File: config.mk
export PLATFORM = sky130hd
export DESIGN_NAME = pool_relu_unit_flat
export DESIGN_NICKNAME = d
export VERILOG_FILES = /design/src/rtl/pool_relu_unit_if.sv /design/src/rtl/pool_relu_unit.sv /design/src/flat_wrapper.sv
export SDC_FILE = /design/constraint.sdc
export NUM_CORES = 1
export LEC_CHECK = 0
export CAP_MARGIN = 30
export CORE_UTILIZATION = 25
export CTS_BUF_LIST = sky130_fd_sc_hd__clkbuf_8
export DETAILED_ROUTE_END_ITERATION = 8
export PLACE_DENSITY = 0.43
export REMOVE_ABC_BUFFERS = 1
export SYNTH_ARGS = -nofsm -noshare
export SYNTH_HDL_FRONTEND = slang
export SYNTH_SLANG_ARGS = --single-unit
File: constraint.sdc
create_clock -name clk -period 5.6 [get_ports clk]
set_clock_uncertainty 0.15 [all_clocks]
set_input_delay 0.56 -clock clk [delete_from_list [all_inputs] [get_ports clk]]
set_output_delay 0.56 -clock clk [all_outputs]
set_load 0.01 [all_outputs]
File: src/rtl/pool_relu_unit_if.sv
`default_nettype none
// ============================================================================
//  Module      : pool_relu_unit_if
//  Description : Stream bundle for pool_relu_unit. Carries the packed 64-bit
//                partial-sum input stream, the packed 64-bit pooled output
//                stream and the end-of-plane pulse.
//                slave  : the pooling unit side.
//                master : the producer / consumer side.
//  Revision    : 1.0  initial release
// ============================================================================
interface pool_relu_unit_if;
  logic        in_valid;
  logic        in_ready;
  logic [63:0] in_data;
  logic        out_valid;
  logic        out_ready;
  logic [63:0] out_data;
  logic        plane_done;

  modport slave (
    input  in_valid,
    input  in_data,
    input  out_ready,
    output in_ready,
    output out_valid,
    output out_data,
    output plane_done
  );

  modport master (
    output in_valid,
    output in_data,
    output out_ready,
    input  in_ready,
    input  out_valid,
    input  out_data,
    input  plane_done
  );
endinterface
`default_nettype wire

File: src/rtl/pool_relu_unit.sv
`default_nettype none
// ============================================================================
//  Module      : pool_relu_unit
//  Description : Streaming 2x2 / stride-2 signed max-pool over packed words of
//                four 16-bit neurons. Even rows are reduced horizontally and
//                parked in a one-row line buffer; odd rows finish the vertical
//                max, pair up into a 64-bit pooled word and leave through a
//                single-entry output register.
//                Optional feature macro: POOL_RELU_EN clamps negative pooled
//                values to zero before they are loaded into out_data.
//  Revision    : 1.0  initial release
// ============================================================================
module pool_relu_unit #(
  parameter int ROW_WORDS = 4,  // 64-bit words per input row, even, >= 2
  parameter int ROWS      = 8   // rows per plane, even, >= 2
) (
  input  wire logic        clk,
  input  wire logic        rst,
  pool_relu_unit_if.slave  bus
);

  localparam int COL_W = (ROW_WORDS > 1) ? $clog2(ROW_WORDS) : 1;
  localparam int ROW_W = (ROWS > 1) ? $clog2(ROWS) : 1;
  localparam logic [COL_W-1:0] C_LAST_COL = COL_W'(ROW_WORDS - 1);
  localparam logic [ROW_W-1:0] C_LAST_ROW = ROW_W'(ROWS - 1);

  // Row parity of the word currently being accepted.
  typedef enum logic [0:0] {
    S_EVEN = 1'b0,
    S_ODD  = 1'b1
  } state_t;

  state_t            state_q, state_d;
  logic [COL_W-1:0]  col_q, col_d;
  logic [ROW_W-1:0]  row_q, row_d;
  logic [31:0]       stash_q, stash_d;
  logic [63:0]       out_data_q, out_data_d;
  logic              out_valid_q, out_valid_d;
  logic              out_last_q, out_last_d;     // held word closes the plane
  logic              plane_done_q, plane_done_d;

  // Line buffer of horizontally pooled even-row pairs {h0,h1}; not reset.
  logic [31:0]       lb_q [ROW_WORDS];
  logic              lb_we;
  logic [31:0]       lb_wdata;
  logic [31:0]       lb_rdata;

  logic              in_ready;
  logic              in_acc;
  logic              out_acc;
  logic              last_col;
  logic              last_row;

  logic signed [15:0] n0, n1, n2, n3;
  logic signed [15:0] h0, h1;
  logic signed [15:0] lb_h0, lb_h1;
  logic signed [15:0] q0, q1;
  logic [63:0]        pooled_word;
  logic [63:0]        pooled_out;

  function automatic logic signed [15:0] smax(input logic signed [15:0] a,
                                              input logic signed [15:0] b);
    return (a >= b) ? a : b;
  endfunction

  // Handshake: a full output register blocks all input unless it drains now.
  assign in_ready = !out_valid_q || bus.out_ready;
  assign in_acc   = bus.in_valid && in_ready;
  assign out_acc  = out_valid_q && bus.out_ready;
  assign last_col = (col_q == C_LAST_COL);
  assign last_row = (row_q == C_LAST_ROW);

  // Neuron unpack, n0 is the leftmost column.
  assign n0 = bus.in_data[63:48];
  assign n1 = bus.in_data[47:32];
  assign n2 = bus.in_data[31:16];
  assign n3 = bus.in_data[15:0];

  // Horizontal reduction of adjacent columns.
  assign h0 = smax(n0, n1);
  assign h1 = smax(n2, n3);

  // Vertical reduction against the even row parked at the same column.
  assign lb_rdata = lb_q[col_q];
  assign lb_h0    = lb_rdata[31:16];
  assign lb_h1    = lb_rdata[15:0];
  assign q0       = smax(h0, lb_h0);
  assign q1       = smax(h1, lb_h1);

  // Left pooled pair comes from the stash, right pair from this word.
  assign pooled_word = {stash_q, q0, q1};

  // Per-lane output shaping; pooled values are selected inputs, so no widening.
  for (genvar g = 0; g < 4; g++) begin : g_lane
    logic signed [15:0] lane;
    assign lane = pooled_word[63-16*g -: 16];
`ifdef POOL_RELU_EN
    assign pooled_out[63-16*g -: 16] = lane[15] ? 16'h0000 : lane;
`else
    assign pooled_out[63-16*g -: 16] = lane;
`endif
  end : g_lane

  // Next-state: counters, row-parity FSM, line buffer write, stash and output.
  always_comb begin
    state_d      = state_q;
    col_d        = col_q;
    row_d        = row_q;
    stash_d      = stash_q;
    out_data_d   = out_data_q;
    out_valid_d  = out_valid_q;
    out_last_d   = out_last_q;
    lb_we        = 1'b0;
    lb_wdata     = {h0, h1};
    plane_done_d = out_acc && out_last_q;

    if (out_acc) begin
      out_valid_d = 1'b0;
    end

    if (in_acc) begin
      col_d = last_col ? '0 : col_q + COL_W'(1);
      if (last_col) begin
        row_d   = last_row ? '0 : row_q + ROW_W'(1);
        state_d = (state_q == S_EVEN) ? S_ODD : S_EVEN;
      end

      case (state_q)
        S_EVEN: begin
          lb_we = 1'b1;
        end
        S_ODD: begin
          if (!col_q[0]) begin
            stash_d = {q0, q1};
          end else begin
            // A reload in the same cycle as a drain keeps out_valid high.
            out_data_d  = pooled_out;
            out_valid_d = 1'b1;
            out_last_d  = last_row && last_col;
          end
        end
        default: begin
          state_d = S_EVEN;
        end
      endcase
    end
  end

  // Control and datapath registers with synchronous reset.
  always_ff @(posedge clk) begin
    if (rst) begin
      state_q      <= S_EVEN;
      col_q        <= '0;
      row_q        <= '0;
      stash_q      <= '0;
      out_data_q   <= '0;
      out_valid_q  <= 1'b0;
      out_last_q   <= 1'b0;
      plane_done_q <= 1'b0;
    end else begin
      state_q      <= state_d;
      col_q        <= col_d;
      row_q        <= row_d;
      stash_q      <= stash_d;
      out_data_q   <= out_data_d;
      out_valid_q  <= out_valid_d;
      out_last_q   <= out_last_d;
      plane_done_q <= plane_done_d;
    end
  end

  // Line buffer storage; contents are always rewritten by an even row first.
  always_ff @(posedge clk) begin
    if (lb_we) begin
      lb_q[col_q] <= lb_wdata;
    end
  end

  assign bus.in_ready   = in_ready;
  assign bus.out_valid  = out_valid_q;
  assign bus.out_data   = out_data_q;
  assign bus.plane_done = plane_done_q;

endmodule
`default_nettype wire

File: src/flat_wrapper.sv
// flat-port wrapper written by rule: the top's interface ports become plain ports
module pool_relu_unit_flat 
#(
  parameter int ROW_WORDS = 4,                                           
  parameter int ROWS      = 8                                
)
  (clk, rst, bus_in_valid, bus_in_data, bus_out_ready, bus_in_ready, bus_out_valid, bus_out_data, bus_plane_done);
  pool_relu_unit_if bus_i ();
  input  wire logic clk;
  input  wire logic rst;
  input wire logic [$bits(bus_i.in_valid)-1:0] bus_in_valid;
  input wire logic [$bits(bus_i.in_data)-1:0] bus_in_data;
  input wire logic [$bits(bus_i.out_ready)-1:0] bus_out_ready;
  output wire logic [$bits(bus_i.in_ready)-1:0] bus_in_ready;
  output wire logic [$bits(bus_i.out_valid)-1:0] bus_out_valid;
  output wire logic [$bits(bus_i.out_data)-1:0] bus_out_data;
  output wire logic [$bits(bus_i.plane_done)-1:0] bus_plane_done;
  assign bus_i.in_valid = bus_in_valid;
  assign bus_i.in_data = bus_in_data;
  assign bus_i.out_ready = bus_out_ready;
  assign bus_in_ready = bus_i.in_ready;
  assign bus_out_valid = bus_i.out_valid;
  assign bus_out_data = bus_i.out_data;
  assign bus_plane_done = bus_i.plane_done;
  pool_relu_unit #(.ROW_WORDS(ROW_WORDS), .ROWS(ROWS)) u_core (.clk(clk), .rst(rst), .bus(bus_i));
endmodule
== Word-level counts from Yosys, hierarchy flattened ==
Memories as Yosys holds them, arrays and structs flattened. A register that Yosys moved wholly into a read port is not among the register bits.
Cells that the tools add are included.

* Add/subtract/negate cells: 2
* Magnitude comparators: 4
* Equal/unequal tests: 2
* Multiplexer cells: 16
* Bitwise logic cells: 1
* Reductions and logical operators: 9

{| class="wikitable"
|+ Operators by type and width
! cell !! number
|-
| 16-bit greater-or-equal comparator || 4
|-
| 16-bit two-way mux || 4
|-
| 1-bit two-way mux || 8
|-
| 2-bit two-way mux || 3
|-
| 3-bit AND reduction || 2
|-
| 1-bit logical AND || 4
|-
| 3-bit by 1-bit adder with 3-bit output (second input constant) || 1
|-
| 3-bit == test (second input constant) || 1
|-
| 3-bit two-way mux || 1
|-
| 2-bit by 1-bit adder with 2-bit output (second input constant) || 1
|-
| 2-bit == test (second input constant) || 1
|-
| 2-bit AND reduction || 1
|-
| 1-bit logical NOT || 1
|-
| 1-bit logical OR || 1
|-
| 1-bit NOT || 1
|}

* Bits in registers: 105
* Bits in writable memories: 128
* Input port bits: 68
* Output and inout bits: 67
* Word-level logic and storage cells: 43
* Memories kept: 1

{| class="wikitable"
|+ Memory list
! name !! depth !! bits a word !! rd ports !! clocked after Yosys merged registers in !! wr ports !! line !! RTL
|-
| u_core.lb_q || 4 || 32 || 1 || 1 || 1 || pool_relu_unit.sv:43 || <nowiki>logic [31:0] lb_q [ROW_WORDS];</nowiki>
|}

== Logic depth before layout (Yosys ltp) ==
* Depth after elaboration: 6
* Mapped depth: 21
* Depth with buffers taken out: 17

== Worst setup path after synthesis ==
Ideal clock, no wire load.

* Path type: input to register
* Start: in bus_in_data[1]
* End: reg u_core.stash_q[11]
* Setup time: 142 ps
* Arrival time: 4525 ps
* Data required time: 5308 ps
* Path slack: 783 ps
* Stages on the path: 20
* Buffers on the path: 4
* Cell sequence: inv_1 -> ha_1 -> nor2b_1 -> o211ai_1 -> a21oi_1 -> a2111oi_1 -> mux2_4 -> buf_2 -> clkbuf_1 -> o21ai_0 -> ha_1 -> a21o_1 -> a2111oi_0 -> o21ai_0 -> a22oi_1 -> clkbuf_2 -> buf_2 -> nor2_1 -> mux2i_1 -> a311oi_1

* Word-level cells in the longest chain between the ends: 4

{| class="wikitable"
|+ RTL lines
! item !! line !! RTL
|-
| start: declaration || flat_wrapper.sv:12 || <nowiki>input wire logic [$bits(bus_i.in_data)-1:0] bus_in_data;</nowiki>
|-
| 16-bit greater-or-equal comparator || pool_relu_unit.sv:63 || <nowiki>return (a >= b) ? a : b;</nowiki>
|-
| 16-bit two-way mux || pool_relu_unit.sv:63 ||
|-
| named net u_core.h1[13] || pool_relu_unit.sv:55 || <nowiki>logic signed [15:0] h0, h1;</nowiki>
|-
| 16-bit greater-or-equal comparator || pool_relu_unit.sv:63 ||
|-
| 16-bit two-way mux || pool_relu_unit.sv:63 ||
|-
| end signal: assignment || pool_relu_unit.sv:164 || <nowiki>stash_q <= stash_d;</nowiki>
|-
| end: declaration || pool_relu_unit.sv:36 || <nowiki>logic [31:0] stash_q, stash_d;</nowiki>
|}

The timed path passes the listed nets, and every way through them passes these cells.
A chain may end at the register's enable or synchronous reset.

== Final worst setup path ==
* Start: in bus_in_data[11]
* End: reg u_core.stash_q[8]

The elaborated chain is that of the path after synthesis.

==> qor.txt <==
======================================================================================
Result of the run                                                         complete, no violations
Pwr Total                                                                      4.19 mW
Slowest cell on crit path                                                 sky130_fd_sc_hd__clkdlybuf4s50_1
Final count of pins violating max slew                                               0
Count of flip-flops with a built-in enable after synthesis                         128
TritonCTS buffer count                                                              43
Filler instances                                                                  4465
Seq cells post-synth                                                               235
Sequential Area                                                              5990 um^2
Pre-CTS setup slack                                                         -0.0498 ns
Number of distinct standard cells referenced by the synthesized netlist             54
Sw Share                                                                         27.6%
Buffering stage count on the worst path with inverters included                      4
Largest driver fanout on the critical path                                          48
Final setup viols                                                                    0
Req. time, crit path                                                           5.88 ns
Worst Setup Path Type                                                        in -> reg
Floorplan die width                                                             211 um
Warning count from the yosys run                                                     0
Post-synthesis area per instance                                             11.4 um^2
Core outline area                                                           43200 um^2
Instance count of the mapped netlist                                               960
Fmax achieved                                                                  201 MHz
Max-cap check violation count                                                        0
HPWL after detailed placement                                                 20600 um
Worst stage delay on the critical path                                         0.46 ns
Path class of the lowest-slack min-delay path                               reg -> reg
Power spent charging and discharging nets                                      1.16 mW
Final critical path time including I/O delays and setup                        4.98 ns
Endpoint class of the critical path                                           register
Number of buffers on the longest clock path                                          3
Initial cell density of the core                                                 25.4%
Post-route worst setup slack                                                  0.617 ns
Unrepaired setup endpoints after global routing                                  false
Pin count of the biggest net entering global routing                                49
Sink of the worst hold path                                               u_core.out_last_q
Number of diodes                                                                     0
Cell chain of the critical path                                           clkdlybuf4s50_1 > inv_1 > ha_1 > nand4_1 > or3_1 > a21oi_1 > a2111oi_1 > mux2_4 > buf_4 > nand2_1 > o21ai_0 > ha_1 > a21o_1 > a2111oi_0 > o21ai_0 > a22oi_2 > buf_12 > and2_1 > nor2_1 > a31o_1
Fin area                                                                    14100 um^2
DRC violations left                                                                  0
Buffers on Ports                                                                   134
Sequential cell area fraction in the yosys report                                54.6%
First-pass GRT wire length                                                    45100 um
Commonest cells after routing, fill and taps aside                        sky130_fd_sc_hd__clkdlybuf4s50_1, sky130_fd_sc_hd__edfxtp_1, sky130_fd_sc_hd__nand2_1
Worst path arrival time                                                        5.26 ns
Number of buffers inserted to repair setup after CTS                                 0
Leak Pwr                                                                       5.25 nW
Weighted congestion at the end of routability-driven global placement            0.747
Share of the clock period used by the worst path after layout                    89.0%
Family with the most delay on the worst path                              compound AO/OA/AOI/OAI gates
Global routing usage summed across all routing layers                            13.0%
Maximum level of the CTS H-tree                                                      2
Internal Pwr Total                                                             3.03 mW
Detail Route Antenna Nets                                                            0
Average vias per placed instance                                                  4.40
Slew margin rel.                                                                 37.6%
Combined area of the multi-input logic cells                                 4440 um^2
Area growth from synthesis to layout                                             28.4%
Portion of total power attributed to the clock network                           36.2%
Later-pin clock latency in the skew report                                     0.54 ns
Initial DRT Pass Iterations                                                          4
CP startpoint kind                                                          input port
Post-Place Cell Area                                                        13300 um^2
Layout cells sized above 1                                                       14.0%
Ports placed on the boundary                                                       135
Global-route congestion overflow total                                               0
Peak ir drop on the vdd network                                               0.150 mV
Final Hold Violating Endpoints                                                       0
Min-Delay Startpoint                                                      u_core.out_last_q
Vias in the first global route                                                    8023
Routed len/inst                                                                16.1 um
Worst r2r dst                                                             u_core.stash_q[8]
Mapped cell area                                                            11000 um^2
Clock root buffer                                                         sky130_fd_sc_hd__clkbuf_8
Hold buffers post-CTS                                                                0
Asr flop ratio synth                                                                0%
Die Span Y                                                                      211 um
Cell depth of the worst min-delay path                                               2
Post-synth top flop                                                       sky130_fd_sc_hd__edfxtp_1
TritonCTS clock tree                                                             built
Hold slack final                                                              0.298 ns
Clk sink count                                                                     235
Number of rows created at floorplan                                                 76
Power per Cell Area                                                        298 nW/um^2
Combinational power share                                                        18.0%
Actual slew at the worst max-slew pin                                         0.936 ns
Setup slack of the most critical reg-to-reg path                               1.68 ns
Post-layout nets                                                                  1284
Initial antenna violation count                                                      0
Area enclosed by the die boundary                                           44700 um^2
# resized after CTS                                                                  0
Worst Reg2Reg Path Length in Cells                                                  11
Iteration-0 DRC count of the detailed router                                       431
Share of total power in sequential cells                                         45.8%
Sum of routed wire length over all layers                                     28400 um
Clock-pin slew of the registers on the worst-case setup and hold paths         0.06 ns
Most frequent standard cell in the layout excluding fill and tap cells    sky130_fd_sc_hd__clkdlybuf4s50_1
Via count                                                                         7774
======================================================================================
[metrics by stage]
step	util (%)	instances	TNS [ns]
floorplan	-	912	-11.83
detailed placement	30.8	1686	-0.474
finish	32.6	1765	0
global route	32.6	1765	0
CTS	32.6	1765	0
global placement	30.8	1686	0
[worst min-delay path, cell delays in order (launching register included)]
cell	delay, ns
sky130_fd_sc_hd__dfxtp_1	0.30
sky130_fd_sc_hd__nand2_1	0.05
sky130_fd_sc_hd__a21oi_1	0.05
[power by group through the flow]
stage          clock (mW)  combinational [mW]  sequential, mW
5_1_grt              1.65               0.852            1.92
3_3_place_gp            0               0.764            1.96
2_1_floorplan           0               0.451            1.96
6_report             1.51               0.753            1.92
3_5_place_dp            0               0.767            1.96
4_1_cts              1.58               0.771            1.92
[area by class of cell]
cell class,count,share of cell area (%)
Clock buffer,46,4.50
Inverter,85,2.27
Sequential cell,235,42.5
Clock inverter,33,1.17
Multi-Input combinational cell,592,31.5
Timing Repair Buffer,189,12.8
Tap cell,585,5.20
[synth_stat cells (14+ instances only)]
cell	count	area, um^2
sky130_fd_sc_hd__a21oi_1	61	305
sky130_fd_sc_hd__a22oi_1	33	248
sky130_fd_sc_hd__a311oi_1	20	175
sky130_fd_sc_hd__buf_2	14	70.1
sky130_fd_sc_hd__clkbuf_1	26	97.6
sky130_fd_sc_hd__dfxtp_1	107	2140
sky130_fd_sc_hd__edfxtp_1	128	3840
sky130_fd_sc_hd__ha_1	70	876
sky130_fd_sc_hd__inv_1	84	315
sky130_fd_sc_hd__mux2i_1	15	150
sky130_fd_sc_hd__mux4_2	32	721
sky130_fd_sc_hd__nand2_1	120	450
sky130_fd_sc_hd__nand4_1	14	87.6
sky130_fd_sc_hd__nor2_1	59	221
sky130_fd_sc_hd__nor2b_1	14	87.6
sky130_fd_sc_hd__o21ai_0	28	140
sky130_fd_sc_hd__o21ai_1	25	125
[sequential cells by signal, indices dropped and copies added (netlist names), named ones only]
name	flops
u_core.bus.out_data	64
u_core.bus.out_valid	1
u_core.bus.plane_done	1
u_core.col_q	2
u_core.lb_q	128
u_core.out_last_q	1
u_core.row_q	3
u_core.stash_q	32
u_core.state_q	1
[cells by family (layout without fill, tap and decap cells)]
| kind of cell | count (synthesis) | count (layout) | synth area share (%) |
|---|---|---|---|
| XOR/XNOR | 1 | 1 | 0.0799 |
| multiplexers | 61 | 61 | 9.67 |
| AND/OR/NAND/NOR | 254 | 254 | 10.6 |
| adder cells (fa/ha/maj) | 70 | 70 | 7.99 |
| flip-flops | 235 | 235 | 54.6 |
| buffers and inverters | 133 | 353 | 5.05 |
| AO/OA/AOI/OAI | 206 | 206 | 12.0 |
[per-layer routing]
metal  GRT usage (%)  share of wire (%)
met1            17.3                 47
met3            3.17                5.7
met2            20.9                 45
met5               0                  0
met4            3.55                1.8
[worst max path at each step]
stage,start,to,slack (ns),cells past startpoint
6_report,bus_in_data[11],u_core.stash_q[8],0.62,20
5_1_grt,bus_in_data[11],u_core.stash_q[9],0.33,19
3_5_place_dp,bus_in_data[11],u_core.bus.out_data[9],-0.05,19
2_1_floorplan,bus_in_data[1],u_core.bus.out_data[11],-0.42,17
3_3_place_gp,bus_in_data[11],u_core.bus.out_data[9],0.04,18
4_1_cts,bus_in_data[11],u_core.stash_q[2],0.56,19
Power figures use the tool's default switching activity.
